**src/rtl/alu_share_arbiter.sv**
```systemverilog
// ---------------------------------------------------------------------------
// alu_share_arbiter
//
// Shares one WIDTH-bit ALU (ADD, SUB, AND, equal-select) among PORTS
// requesters.  A round-robin arbiter grants at most one valid request per
// cycle.  The granted request is computed and captured in a one-entry output
// buffer together with the requester id and an (a == b) flag.  The buffer
// honours downstream backpressure and can be popped and refilled in the
// same cycle.
//
// Ports:
//   clk        - single clock, all state updates on the rising edge
//   reset      - asynchronous, active-low reset
//   in_valid   - per-requester request valid            [PORTS]
//   in_ready   - per-requester accept, one-hot or zero   [PORTS]
//   in_op      - opcodes, requester i at [2i+1:2i]       [2*PORTS]
//   in_a/in_b  - operands, requester i at [WIDTH*i +: WIDTH]
//   out_valid  - output buffer holds a result
//   out_ready  - downstream accepts the result this cycle
//   out_id     - index of the requester that produced the result
//   out_data   - ALU result
//   out_eq     - (a == b) for that request
// ---------------------------------------------------------------------------
module alu_share_arbiter #(
    parameter  int WIDTH = 4,
    parameter  int PORTS = 4,
    localparam int ID_W  = $clog2(PORTS)
) (
    input  logic                   clk,
    input  logic                   reset,
    input  logic [PORTS-1:0]       in_valid,
    output logic [PORTS-1:0]       in_ready,
    input  logic [2*PORTS-1:0]     in_op,
    input  logic [WIDTH*PORTS-1:0] in_a,
    input  logic [WIDTH*PORTS-1:0] in_b,
    output logic                   out_valid,
    input  logic                   out_ready,
    output logic [ID_W-1:0]        out_id,
    output logic [WIDTH-1:0]       out_data,
    output logic                   out_eq
);

    localparam logic [1:0] OP_ADD = 2'd0;
    localparam logic [1:0] OP_SUB = 2'd1;
    localparam logic [1:0] OP_AND = 2'd2;

    // ADD/SUB wrap modulo 2^WIDTH; anything else is the equal-select op.
    function automatic logic [WIDTH-1:0] alu_calc(input logic [1:0]       op,
                                                  input logic [WIDTH-1:0] a,
                                                  input logic [WIDTH-1:0] b);
        case (op)
            OP_ADD:  alu_calc = a + b;
            OP_SUB:  alu_calc = a - b;
            OP_AND:  alu_calc = a & b;
            default: alu_calc = (a == b) ? b : a;
        endcase
    endfunction

    logic [ID_W-1:0]  ptr_q, ptr_d;
    logic             out_valid_q, out_valid_d;
    logic [ID_W-1:0]  out_id_q, out_id_d;
    logic [WIDTH-1:0] out_data_q, out_data_d;
    logic             out_eq_q, out_eq_d;

    logic             can_load;
    logic             grant_found;
    logic [ID_W-1:0]  grant_idx;
    logic [ID_W:0]    scan;
    logic [1:0]       sel_op;
    logic [WIDTH-1:0] sel_a, sel_b;
    logic             transfer;

    always_comb begin
        // Buffer can accept when empty or being drained this cycle.
        can_load = !out_valid_q || out_ready;

        // Round-robin scan ptr, ptr+1, ... wrapping modulo PORTS.  The extra
        // bit in scan keeps the wrap correct for non-power-of-two PORTS.
        grant_found = 1'b0;
        grant_idx   = '0;
        scan        = '0;
        for (int k = 0; k < PORTS; k++) begin
            scan = {1'b0, ptr_q} + (ID_W+1)'(k);
            if (scan >= (ID_W+1)'(PORTS)) begin
                scan = scan - (ID_W+1)'(PORTS);
            end
            if (!grant_found && in_valid[scan[ID_W-1:0]]) begin
                grant_found = 1'b1;
                grant_idx   = scan[ID_W-1:0];
            end
        end

        sel_op = '0;
        sel_a  = '0;
        sel_b  = '0;
        for (int i = 0; i < PORTS; i++) begin
            if (grant_idx == ID_W'(i)) begin
                sel_op = in_op[2*i +: 2];
                sel_a  = in_a[WIDTH*i +: WIDTH];
                sel_b  = in_b[WIDTH*i +: WIDTH];
            end
        end

        // Gating with reset keeps in_ready low for the whole reset interval.
        transfer = grant_found && can_load && reset;
        in_ready = transfer ? (PORTS'(1) << grant_idx) : '0;

        ptr_d       = ptr_q;
        out_valid_d = out_valid_q;
        out_id_d    = out_id_q;
        out_data_d  = out_data_q;
        out_eq_d    = out_eq_q;

        if (transfer) begin
            // Pop and refill in the same cycle leaves out_valid high.
            out_valid_d = 1'b1;
            out_id_d    = grant_idx;
            out_data_d  = alu_calc(sel_op, sel_a, sel_b);
            out_eq_d    = (sel_a == sel_b);
            ptr_d       = (grant_idx == ID_W'(PORTS-1)) ? '0 : grant_idx + 1'b1;
        end else if (out_ready) begin
            out_valid_d = 1'b0;
        end
    end

    always_ff @(posedge clk or negedge reset) begin
        if (!reset) begin
            ptr_q       <= '0;
            out_valid_q <= 1'b0;
            out_id_q    <= '0;
            out_data_q  <= '0;
            out_eq_q    <= 1'b0;
        end else begin
            ptr_q       <= ptr_d;
            out_valid_q <= out_valid_d;
            out_id_q    <= out_id_d;
            out_data_q  <= out_data_d;
            out_eq_q    <= out_eq_d;
        end
    end

    assign out_valid = out_valid_q;
    assign out_id    = out_id_q;
    assign out_data  = out_data_q;
    assign out_eq    = out_eq_q;

endmodule

```
**config.mk**
```make
export PLATFORM = sky130hd
export DESIGN_NAME = alu_share_arbiter
export DESIGN_NICKNAME = d
export VERILOG_FILES = /design/src/rtl/alu_share_arbiter.sv
export SDC_FILE = /design/constraint.sdc
export NUM_CORES = 1
export LEC_CHECK = 0
export BUFFER_PORTS_ARGS = -buffer_cell sky130_fd_sc_hd__buf_2
export CAP_MARGIN = 40
export CORE_MARGIN = 5
export CORE_UTILIZATION = 50
export DETAILED_ROUTE_END_ITERATION = 8
export MAX_ROUTING_LAYER = met4
export PLACE_DENSITY = 0.81
export SYNTH_ARGS = -nofsm -noshare
export SYNTH_HDL_FRONTEND = slang
export SYNTH_SLANG_ARGS = --single-unit
```
**constraint.sdc**
```tcl
create_clock -name clk -period 6.2 [get_ports clk]
set_input_delay 1.24 -clock clk [delete_from_list [all_inputs] [get_ports clk]]
set_output_delay 1.24 -clock clk [all_outputs]
set_load 0.02 [all_outputs]
```
# == Word level (Yosys, flattened, before mapping) ==
# Index checks and enable logic that the tools add are counted.
# W data, S select, Z words.
# word_totals
ff_bits,10
latch_bits,0
ram_bits,0
rom_bits,0
in_bits,47
elab_cells,82
n_memories,0
# op_classes
n_addsub,10
multipliers,0
div,0
magnitude_cmp,8
eq_ne,6
shifts,1
mux,38
bitwise,1
reduce_logical,13
# op_table
operator,count
$mux W4,10
$mux W2,13
$lt A2 B3 Y1 const B,4
$pmux W4 S3,1
$mux W1,10
$ge A3 B3 Y1 const B,3
$bmux W1 S2,4
$sub A2 B1 Y2 const B,4
$add A2 B2 Y3 const B,2
$eq A2 B2 Y1 const B,3
$logic_and A1 B1 Y1,5
$add A4 B4 Y4,1
$and A4 B4 Y4,1
$eq A2 B1 Y1 const B,2
$eq A4 B4 Y1,1
$logic_not A1 Y1,4
$logic_not A2 Y1,2
$shl A1 B2 Y4 const A,1
$sub A4 B4 Y4,1
$add A2 B1 Y3 const B,1
$ge A2 B3 Y1 const B,1
$add A2 B1 Y2 const B,1
$reduce_bool A2 Y1,1
$logic_or A1 B1 Y1,1

# == Logic depth before layout (Yosys ltp) ==
# Gate-level depths: netlist of the first run.
# logic_depth
depth_word,22
ltp_mapped,20

# == Least setup slack after synthesis of the first run ==
# Ideal clock, no wire load.
# synth_path
kind,input-to-reg
from,input port in_valid[0]
to,register out_data_q[2] (netlist: out_data[2])
setup_time_ns,0.145
arrival_ns,4.297
required_time_ns,6.055
slack_ns,1.757
stages,19
cell_sequence,inv_1 -> nor2_1 -> a21oi_1 -> nor2_1 -> a221oi_1 -> and2_1 -> ha_1 -> buf_2 -> clkbuf_1 -> nand2_1 -> a21oi_1 -> a21oi_1 -> o21ai_0 -> ha_1 -> or3_1 -> nor3_2 -> nand3b_1 -> a21o_1 -> a41oi_2
# synth_between
elab_chain_len,20
# synth_rtl
element,line,source
start: declaration,31,"input logic [PORTS-1:0] in_valid,"
$bmux W1 S2,87,if (!grant_found && in_valid[scan[ID_W-1:0]]) begin
$mux W1 (implied by the code),87,
$mux W1,87,
$logic_not A1 Y1,87,
$logic_and A1 B1 Y1,87,
$mux W1,87,
$logic_not A1 Y1,87,
$logic_and A1 B1 Y1,87,
$mux W1,87,
$logic_not A1 Y1,87,
$logic_and A1 B1 Y1,87,
$mux W2 *,87,
net grant_idx[0],67,logic [ID_W-1:0] grant_idx;
"parallel branches: the longest is 7 deep, another holds $sub A4 B4 Y4",-,
$pmux W4 S3 *,51,case (op)
end signal: assignment,137,out_data_q <= out_data_d;
end: declaration,62,"logic [WIDTH-1:0] out_data_q, out_data_d;"
# Mark *: on every way through the listed nets, which the timed path passes. The select of a mux whose other input is x is not followed.
# A chain may end at the register's enable or synchronous reset.

# == Final worst setup path of the first run ==
# layout_path
from,input port in_valid[0]
to,register out_data_q[3] (netlist: out_data[3])
# The elaborated chain is that of the path after synthesis.

==> results of run 1 <==
==> flip-flops by register name (all words and copies together) (netlist names) <==
name,flops
out_data,4
out_eq,1
out_id,2
out_valid,1
ptr_q,2
==> final timing paths <==
kind                             startpoint          end  slack, ns  depth (start not counted)
worst max-delay path            in_valid[0]  out_data[3]       1.29                         19
worst min-delay path                 out_eq       out_eq       0.48                          2
worst max register to register     ptr_q[0]  out_data[3]       2.03                         17
worst min register to register       out_eq       out_eq       0.48                          2
max in group asynchronous             reset  out_data[0]       5.15                          1
min in group asynchronous             reset    out_id[0]       0.84                          1
==> layer usage <==
metal | wire (µm) | track usage (%) | up-vias
met2 | 1951 | 38.47 | 40
li1 | - | - | 726
met1 | 1509 | 26.71 | 675
met3 | 177 | 2.766 | 7
met4 | 39 | 5.263 | 0
met5 | 0 | - | -
==> synthesized netlist by cell type, drive strengths merged (5+ instances only) <==
master / instances / area (µm²)
dfrtp: 10 / 250.2
ha: 11 / 137.6
and2: 6 / 40.04
o211ai: 5 / 37.54
nand2: 32 / 120.1
nor2: 16 / 67.56
inv: 13 / 48.79
a21oi: 12 / 60.06
o21ai: 6 / 30.03
==> worst reg2reg max path, cell delays in order, from the launching register on <==
cell and delay, ns:
dfrtp_1 0.41, nor2_1 0.09, a21oi_1 0.13, nor2_1 0.05
a221oi_1 0.32, and2_1 0.24, ha_1 0.61, nor2b_1 0.11
a221oi_1 0.28, nor3_1 0.07, a21oi_1 0.19, inv_1 0.09
ha_1 0.31, or3_1 0.38, nor3_2 0.33, or4_1 0.18
a32oi_1 0.09, nor3_1 0.20
==> logic make-up (layout without fill, tap and decap cells) <==
logic type	count (synthesis)	in the layout	synth area share [%]
AOI/OAI and AO/OA	49	49	28.88
DFF	10	10	19.25
adders and majority gates	11	11	10.59
and+or+nand+nor	81	81	32.82
buffers and inverters	20	75	6.833
muxes	2	2	1.636
==> power by group <==
group,total (µW),switching [µW],internal (µW)
logic,678,401,277
registers,109,17.7,91.5
clock network,58.4,22.7,35.6
==> stage by stage <==
stage | power, µW | worst slack, ns
2_1_floorplan | 635.5 | 1.757
3_5_place_dp | 782.1 | 1.160
4_1_cts | 843.3 | 1.334
6_report | 845.7 | 1.291
3_3_place_gp | 763.8 | 1.336
5_1_grt | 936.5 | 0.9664
==> final cells by class <==
type,count,area [µm²]
clock buffer,4,36.28
inverter,13,48.80
multi-input combinational,143,960.9
tap,30,37.54
sequential,10,250.2
timing repair buffer,58,290.3
fill,227,853.3
==> summary.md, run 1 <==
| Metric | Value |
|---|---|
| Status | finished, final reports clean |
| Initial drt markers | 73 |
| Largest net degree at the start of global routing | 22 |
| Post-synth EDFFs | 0 |
| Inserted Clock Buffers | 3 |
| Mapped Cells | 173 |
| Finished Cell Area | roughly 1600 µm² |
| Slowest stage delay, CP | a little over 0.6 ns |
| Routed Wire Length | between 3000 and 4000 µm |
| Synth warn | 0 |
| Core area | 2477 µm² |
| Final setup fails | 0 |
| Clk Latency, worst-skew pair | 0.26 ns |
| Fin crit share | about four fifths |
| Hold WC Path Type | reg -> reg |
| FFs w/ async S/R, synth | 100.0% |
| Clock Sinks | 10 |
| Hold_buf cts | 0 |
| Commonest non-fill, non-tap cells in the layout | buf_2, nand2_1, nor2_1 |
| Root buffer selected by CTS | clkbuf_4 |
| Leak | 0.0008224 µW |
| Syn nets | 231 |
| CTS max path bufs | 2 |
| Peak VDD IR | ~0.00034 V |
| Final Util | about two thirds |
| # DRC | 0 |
| Std-Cell Rows | 18 |
| Routed vias | 1,448 |
| Global-route wire length before repair | 6065 µm |
| Layout cell share with drive strength beyond 1 | 34.65% |
| Vias in the first global route | 1,365 |
| Type of the worst setup path | in -> reg |
| Worst path cell trace | buf_2, inv_1, nor2_1, a21oi_1, nor2_1, a221oi_1, and2_1, ha_1, nor2b_1, a221oi_1, nor3_1, a21oi_1, inv_1, ha_1, or3_1, nor3_2, or4_1, a32oi_1, nor3_1 |
| Initial antenna violation count | 0 |
| IO Pins | between 50 and 60 |
| Die width | 60.99 µm |
| Crit path time final | 4.909 ns |
| Worst Tran Pin Value | roughly 0.68 ns |
| Hold slack final | 0.4780 ns |
| Nets@finish | 287 |
| Layout Cells excl Fill | 258 |
| Post-DRT Antenna Nets | 0 |
| Clk slew on worst S/H paths | approximately 0.070 ns |
| WP buf/inv | 3 |
| Leading cell type in the layout, fill and taps excluded | buf_2 |
| Vias/cell | between 5 and 6 |
| Worst EP required | ~6.4 ns |
| Gpl congestion | 0.9337 |
| Slew HR | 54.88% |
| Most used DFF post-synth | dfrtp_1 |
| CP Launch Type | input port |
| Final global-route overflow total | 0 |
| CP delay by family, top | simple AND/OR/NAND/NOR gates |
| H-tree Lvls | 1 |
| Worst Path Max Fanout | 21 |
| Die Span Y | 60.99 µm |
| Hold violation count in the final report | 0 |
| Register area share after synthesis | 19.25% |
| Slew Limit Fails | 0 |
| # resized after CTS | 0 |
| Fmax | slightly above 200 MHz |
| DR pass1 iterations | 5 |
| Arrival @ worst endpoint | 5.09 ns |
| Critical Path End Type | flop |
| Detailed Place HPWL | 2968 µm |
| Syn_area_per_cell | 7.514 µm² |
| Area Overhead vs Synth | 24.93% |
| N_diodes | 0 |
| Gr usage total | 22.00% |
| Post-CTS setup buffer count | 0 |
| RSZ-0062 raised after global routing | false |
| Synth cell types | 51 |
| Power per Cell Area | 520.7 nW/µm² |
| Routed len/inst | 14.25 µm |
| Count of input and output buffers | 58 |
| # Max-Cap Violations | 0 |
| Synthesis-stage register bit count | 10 |
| DP Cell Count | about 250 |
| Die area | 3720 µm² |
| Final Skew | roughly 0.0016 ns |
| Setup TNS | 0 ns |
| CTS tree | built |
| Placed Area | 1588 µm² |
| Crit-path slowest cell | ha_1 |
| Post-Syn Area | ~1300 µm² |
| Starting Density | a little over half |
Note: power is estimated with default switching activity, not from simulation.
==> inputs of run 2 (changes only) <==
--- a/config.mk
+++ b/config.mk
@@ -5,13 +5,14 @@
 export SDC_FILE = /design/constraint.sdc
 export NUM_CORES = 1
 export LEC_CHECK = 0
+export ABC_AREA = 1
 export BUFFER_PORTS_ARGS = -buffer_cell sky130_fd_sc_hd__buf_2
 export CAP_MARGIN = 40
 export CORE_MARGIN = 5
-export CORE_UTILIZATION = 50
+export CORE_UTILIZATION = 44
 export DETAILED_ROUTE_END_ITERATION = 8
 export MAX_ROUTING_LAYER = met4
-export PLACE_DENSITY = 0.81
+export PLACE_DENSITY = 0.74
 export SYNTH_ARGS = -nofsm -noshare
 export SYNTH_HDL_FRONTEND = slang
 export SYNTH_SLANG_ARGS = --single-unit
==> constraint.sdc (replaced) <==
create_clock -name clk -period 4.5 [get_ports clk]
set_input_delay 0.9 -clock clk [delete_from_list [all_inputs] [get_ports clk]]
set_output_delay 0.9 -clock clk [all_outputs]
set_load 0.02 [all_outputs]
==> run 2 against run 1 <==
Area after synthesis is 7.3% higher. Final cell count grew 32%. Flip-flop and latch count stayed put. Clock skew grew 0.0017 ns. Largest cell class unchanged. Cell area increased by 9.2%. Worst hold slack improved by 0.0057 ns. Critical endpoint is now out_data[2]. Highest routed layer is now met3.
==> summary.md, run 2 <==
| Metric | Value |
|---|---|
| Status | finished, final reports clean (unchanged) |
| Hold WC Path Type | reg -> reg (unchanged) |
| Crit path time final | 4.036 ns |
| Layout Cells excl Fill | 340 (was 258) |
| Synth cell types | 27 (was 51) |
| Worst Tran Pin Value | 0.4444 ns (was 0.6768 ns) |
| Met3 wire len | 276 µm (was 177 µm) |
| Vias in the first global route | 1,566 (was 1,365) |
| Clock Sinks | 10 (unchanged) |
| Top sig layer | met3 (was met4) |
| Routed len/inst | 11.01 µm (was 14.25 µm) |
| Leading cell type in the layout, fill and taps excluded | nand2_1 (was buf_2) |
| Die Span Y | 66.31 µm (was 60.99 µm) |
| DRT met1 WL | 1685 µm (was 1509 µm) |
| Fin crit share | about nine tenths |
| Critical Path End Type | flop (unchanged) |
| Fmax | roughly 250 MHz |
| Vias/cell | 4.826 (was 5.612) |
| CTS tree | built (unchanged) |
| Global-route wire length before repair | 6299 µm (was 6065 µm) |
| Area Overhead vs Synth | 27.17% (was 24.93%) |
| Initial antenna violation count | 0 (unchanged) |
| Fin worst setup slack | 0.4643 ns (was 1.291 ns) |
| Detailed Place HPWL | 3211 µm (was 2968 µm) |
| Area leader, netlist | dfrtp_1 (unchanged) |
| CP Launch Type | input port (unchanged) |
| Core area | 3053 µm² (was 2477 µm²) |
| Mapped Cells | 238 (was 173) |
| Commonest non-fill, non-tap cells in the layout | nand2_1, buf_2, nor2_1 (was buf_2, nand2_1, nor2_1) |
| Largest net degree at the start of global routing | 17 (was 22) |
| Most used cell, CP | o21ai_0 |
| Slew HR | 70.06% (was 54.88%) |
| Post-synth EDFFs | 0 (unchanged) |
| H-tree Lvls | 1 (unchanged) |
| Top-count cell post-synth | nand2_1 (unchanged) |
| Setup TNS | 0 ns (unchanged) |
| Root buffer selected by CTS | clkbuf_4 (unchanged) |
| N_diodes | 0 (unchanged) |
| Register area share after synthesis | 17.94% (was 19.25%) |
| Worst EP required | 4.64 ns (was 6.38 ns) |
| Clk Latency, worst-skew pair | 0.25 ns (was 0.26 ns) |
| Type of the worst setup path | in -> reg (unchanged) |
| Die width | 66.31 µm (was 60.99 µm) |
| Synth cell count leaders | nand2_1, nor2_1, inv_1, o21ai_0, a21oi_1 (was nand2_1, nor2_1, a21oi_1, inv_1, ha_1) |
| Hold_buf cts | 0 (unchanged) |
| Std-Cell Rows | 20 (was 18) |
| FFs w/ async S/R, synth | 100.0% (unchanged) |
| Inserted Clock Buffers | 3 (unchanged) |
| Nets@finish | 356 (was 287) |
| Met2 Wirelength | 1781 µm (was 1951 µm) |
| Synth warn | 0 (unchanged) |
| Hold violation count in the final report | 0 (unchanged) |
| Die area | 4397 µm² (was 3720 µm²) |
| Starting Density | 45.70% (was 52.47%) |
| Count of input and output buffers | 58 (unchanged) |
| Gr usage total | 18.09% (was 22.00%) |
| CTS max path bufs | 2 (unchanged) |
| Routed Wire Length | 3742 µm (was 3677 µm) |
| # Max-Cap Violations | 0 (unchanged) |
| Syn_area_per_cell | 5.862 µm² (was 7.514 µm²) |
| Routed vias | 1,641 (was 1,448) |
| Gpl congestion | 0.9811 (was 0.9337) |
| Top cells by area, synth | dfrtp_1, nand2_1, ha_1 (was dfrtp_1, ha_1, nand2_1) |
| Worst Path Max Fanout | 7 (was 21) |
| Area share of the largest cell type after synthesis | 17.94% (was 19.25%) |
| DR pass1 iterations | 4 (was 5) |
| DP Cell Count | 337 (was 254) |
| Hold slack final | 0.4836 ns (was 0.4780 ns) |
| Layout cell share with drive strength beyond 1 | 26.35% (was 34.65%) |
| Final setup fails | 0 (unchanged) |
| Post-Syn Area | 1395 µm² (was 1300 µm²) |
| Worst path cell trace | buf_2, o21ai_0, nor2_1, nor2_2, nor3b_4, nor2_1, xor2_1, a21oi_2, inv_1, ha_2, a21oi_1, o21ai_0, o21ai_0, o21ai_1, ha_1, nor2_1, nand3_2, nand2_1, o21ai_0, nand2_1, nand2_1, o21a_1 (was buf_2, inv_1, nor2_1, a21oi_1, nor2_1, a221oi_1, and2_1, ha_1, nor2b_1, a221oi_1, nor3_1, a21oi_1, inv_1, ha_1, or3_1, nor3_2, or4_1, a32oi_1, nor3_1) |
| Arrival @ worst endpoint | 4.18 ns (was 5.09 ns) |
| RSZ-0062 raised after global routing | false (unchanged) |
| Final Skew | 0.003284 ns (was 0.001582 ns) |
| Crit-path slowest cell | ha_1 (unchanged) |
| Initial drt markers | 138 (was 73) |
| Slew Limit Fails | 0 (unchanged) |
| # DRC | 0 (unchanged) |
| Max FFs per register | 4 (unchanged) |
| IO Pins | 59 (unchanged) |
| Fill cells | 342 (was 227) |
| Post-place setup slack | -0.01395 ns (was 1.160 ns) |
| Post-DRT Antenna Nets | 0 (unchanged) |
| Most used DFF post-synth | dfrtp_1 (unchanged) |
| Slowest stage delay, CP | 0.32 ns (was 0.61 ns) |
| Synthesis-stage register bit count | 10 (unchanged) |
| Final global-route overflow total | 0 (unchanged) |
| Syn nets | 296 (was 231) |
| Clk slew on worst S/H paths | 0.06 ns (was 0.07 ns) |
## run 2: changes by cell type after synthesis, sizes merged, moves of 6 or more
cell   change
a21oi      +9
nand3     +12
nor2      +21
nand2     +28
o21ai     +17
and2       -6
inv       +21
## run 2: layer usage
layer	vias up	global-route usage [%]
met1	694	23.28
met2	57	30.61
met5	-	-
met3	0	2.041
met4	0	3.553
li1	890	-
## run 2: kinds of logic (layout without fill, tap and decap cells)
| logic type | count (synthesis) | in the layout | share of synthesized area, % |
|---|---|---|---|
| XOR/XNOR | 2 | 2 | 1.256 |
| AND/OR/NAND/NOR | 119 | 119 | 37.04 |
| adder cells (fa/ha/maj) | 11 | 11 | 9.865 |
| flip-flops | 10 | 10 | 17.94 |
| buffers and inverters | 42 | 100 | 12.74 |
| AO/OA/AOI/OAI | 54 | 54 | 21.17 |
## run 2: worst max-delay path, delay by kind of cell
family / cells / cell delay, ns
XOR/XNOR: 1 / 0.26
AO/OA/AOI/OAI: 8 / 1.13
buffers and inverters: 2 / 0.23
AND/OR/NAND/NOR: 9 / 1.09
adder cells (fa/ha/maj): 2 / 0.59
## run 2: per-stage QoR
| step | utilization (%) | cell area (µm²) |
|---|---|---|
| floorplan | - | 1395 |
| global placement | 56.60 | 1728 |
| detailed placement | 56.60 | 1728 |
| CTS | 57.34 | 1750 |
| global route | 58.11 | 1774 |
| finish | 58.11 | 1774 |
## run 2: worst paths after layout
path / startpoint / endpoint / slack (ns) / cells after the start
worst max-delay path: in_valid[3] / out_data[2] / 0.46 / 22
min in group asynchronous: reset / out_id[1] / 0.51 / 1
worst min-delay path: out_data[1] / out_data[1] / 0.48 / 2
max in group asynchronous: reset / out_data[2] / 3.77 / 1
worst max register to register: ptr_q[0] / out_data[2] / 0.69 / 21
worst min register to register: out_data[1] / out_data[1] / 0.48 / 2
## run 2: cell type report
type	instances	area, µm²	area share [%]
clock buffer	3	22.52	1.269
sequential	10	250.2	14.10
inverter	34	127.6	7.193
multi-input combinational	186	991.0	55.85
tap	44	55.05	3.103
timing repair buffer	63	327.8	18.48
## run 2: timing repair
item	4_1_cts	5_1_grt
gates resized for setup	0	7
buffers inserted	0	0
endpoints found under the setup margin	0	3
Power of run 2 is not shown: default switching activity piles up to over one toggle a cycle in this logic, so the estimate is an artifact.
==> inputs of run 3 (changes only) <==
--- a/config.mk
+++ b/config.mk
@@ -11,6 +11,8 @@
 export CORE_MARGIN = 5
 export CORE_UTILIZATION = 44
 export DETAILED_ROUTE_END_ITERATION = 8
+export GPL_ROUTABILITY_DRIVEN = 0
+export GPL_TIMING_DRIVEN = 0
 export MAX_ROUTING_LAYER = met4
 export PLACE_DENSITY = 0.74
 export SYNTH_ARGS = -nofsm -noshare
==> run 3 against run 2 <==
Final cell count is 1.2% higher. Flip-flop and latch count stayed put. Worst setup slack worse by 0.13 ns. Critical endpoint unchanged. Highest routed layer is now met4. Register-to-register slack worse by 0.19 ns. Routed wire length is 2.7% higher. Sequential share of layout area is 0.17 points lower. Cell area is 1.2% higher. Worst hold slack better by 0.0089 ns.
==> summary.md, run 3 (synthesized netlist as in run 2, its figures left out) <==
| Metric | Value |
|---|---|
| Routed len/inst | 11.17 µm (was 11.01 µm) |
| Die Span Y | 66.31 µm (unchanged) |
| Global-route wire length before repair | 6389 µm (was 6299 µm) |
| Initial antenna violation count | 0 (unchanged) |
| DR pass1 iterations | 4 (unchanged) |
| Initial drt markers | 121 (was 138) |
| Root buffer selected by CTS | clkbuf_4 (unchanged) |
| Routed vias | 1,650 (was 1,641) |
| Worst Tran Pin Value | 0.3842 ns (was 0.4444 ns) |
| Hold Startpoint | out_data[1] (unchanged) |
| Fin crit share | 92.48% (was 89.68%) |
| Clk slew on worst S/H paths | 0.07 ns (was 0.06 ns) |
| Starting Density | 45.70% (unchanged) |
| Hold Path Sink | out_data[1] (unchanged) |
| Leading cell type in the layout, fill and taps excluded | buf_2 (was nand2_1) |
| Vias in the first global route | 1,537 (was 1,566) |
| Inserted Clock Buffers | 3 (unchanged) |
| RR Startpoint | ptr_q[0] (unchanged) |
| Setup TNS | 0 ns (unchanged) |
| H-tree Lvls | 1 (unchanged) |
| # DRC | 0 (unchanged) |
| Slew Limit Fails | 0 (unchanged) |
| # Max-Cap Violations | 0 (unchanged) |
| Crit path time final | 4.162 ns (was 4.036 ns) |
| Reg2reg path depth | 25 (was 21) |
| Detailed Place HPWL | 3293 µm (was 3211 µm) |
| Critical Path End Type | flop (unchanged) |
| Die area | 4397 µm² (unchanged) |
| Status | finished, final reports clean (unchanged) |
| Hold WC Path Type | reg -> reg (unchanged) |
| Worst Path Max Fanout | 10 (was 7) |
| Worst reg2reg setup slack | 0.50 ns (was 0.69 ns) |
| Layout cell share with drive strength beyond 1 | 26.67% (was 26.35%) |
| Fmax | 240.3 MHz (was 247.8 MHz) |
| Routed Wire Length | 3843 µm (was 3742 µm) |
| Arrival @ worst endpoint | 4.31 ns (was 4.18 ns) |
| Post-DRT Antenna Nets | 0 (unchanged) |
| Final global-route overflow total | 0 (unchanged) |
| Final Skew | 0.004114 ns (was 0.003284 ns) |
| Nets@finish | 359 (was 356) |
| Hold violation count in the final report | 0 (unchanged) |
| Reg-to-Reg End | out_data[2] (unchanged) |
| CTS tree | built (unchanged) |
| Max FFs per register | 4 (unchanged) |
| CTS max path bufs | 2 (unchanged) |
| Die width | 66.31 µm (unchanged) |
| Type of the worst setup path | in -> reg (unchanged) |
| Clock Sinks | 10 (unchanged) |
| Gr usage total | 18.42% (was 18.09%) |
| Vias/cell | 4.797 (was 4.826) |
| N_diodes | 0 (unchanged) |
| Area Overhead vs Synth | 28.70% (was 27.17%) |
| Worst EP required | 4.65 ns (was 4.64 ns) |
| Core area | 3053 µm² (unchanged) |
| Final setup fails | 0 (unchanged) |
| Hold path depth | 2 (unchanged) |
| Largest net degree at the start of global routing | 12 (was 17) |
| Count of input and output buffers | 58 (unchanged) |
| Clk Latency, worst-skew pair | 0.26 ns (was 0.25 ns) |
| IO Pins | 59 (unchanged) |
| RSZ-0062 raised after global routing | true (was false) |
| Std-Cell Rows | 20 (unchanged) |
| Commonest non-fill, non-tap cells in the layout | buf_2, nand2_1, nor2_1 (was nand2_1, buf_2, nor2_1) |
| Slew HR | 74.12% (was 70.06%) |
| CP Launch Type | input port (unchanged) |
## run 3: cell types whose count changed in the layout (fill, tap and decap cells not counted), sizes merged
cell	delta
clkbuf	+2
buf	+2
## run 3: cell type report
cell class	count	area, µm²
fillers	341	1257
flip-flops and latches	10	250.2
inverters	34	127.6
well taps	44	55.05
plain buffers	7	46.29
multi-input cells	186	982.2
repair buffers	59	297.8
clock buffers	4	36.28
## run 3: stage by stage
stage | std cells | hold slack [ns] | util [%] | setup slack (ns) | cell area (µm²)
after detailed placement | 340 | 0.4661 | 57.01 | -0.2325 | 1740
after CTS | 344 | 0.4874 | 58.20 | 0.03309 | 1777
after global routing | 344 | 0.5010 | 58.81 | -0.01746 | 1795
after floorplan | 238 | 0.5863 | - | 0.4387 | 1395
after global placement | 340 | 0.4615 | 57.01 | -0.1726 | 1740
final | 344 | 0.4925 | 58.81 | 0.3385 | 1795
## run 3: worst max path at each step
stage | startpoint | end | depth (start not counted)
6_report | in_valid[3] | out_data[2] | 24
4_1_cts | in_valid[3] | out_data[2] | 24
2_1_floorplan | in_valid[3] | out_data[2] | 23
3_3_place_gp | in_valid[3] | out_data[2] | 24
3_5_place_dp | in_valid[3] | out_data[2] | 23
5_1_grt | in_valid[2] | out_data[2] | 26
## run 3: critical path, stage by stage
cell	delay [ns]
buf_2	0.10
o21ai_0	0.20
nor2_1	0.09
nor2_2	0.15
nor3b_4	0.25
nor2_1	0.10
xor2_2	0.19
a21oi_2	0.08
ha_1	0.20
buf_4	0.16
inv_1	0.08
buf_2	0.21
nand3_1	0.09
nand2_1	0.07
o21ai_0	0.10
a21oi_1	0.24
ha_1	0.32
nor2_1	0.16
nand3_2	0.16
nand2_1	0.09
o21ai_0	0.08
nand2_1	0.09
nand2_1	0.05
o21a_1	0.16
## run 3: layer usage
metal	global-route usage (%)	wire, µm
met2	32.96	1847
met1	22.36	1716
met4	3.046	14
met3	2.211	264
met5	-	0
## run 3: repair_timing
action / CTS / global route
endpoints found under the setup margin: 0 / 4
gates resized for setup: 0 / 7
setup buffers: 0 / 1
hold buffers: 0 / 0
Power of run 3 is left out for the same reason.
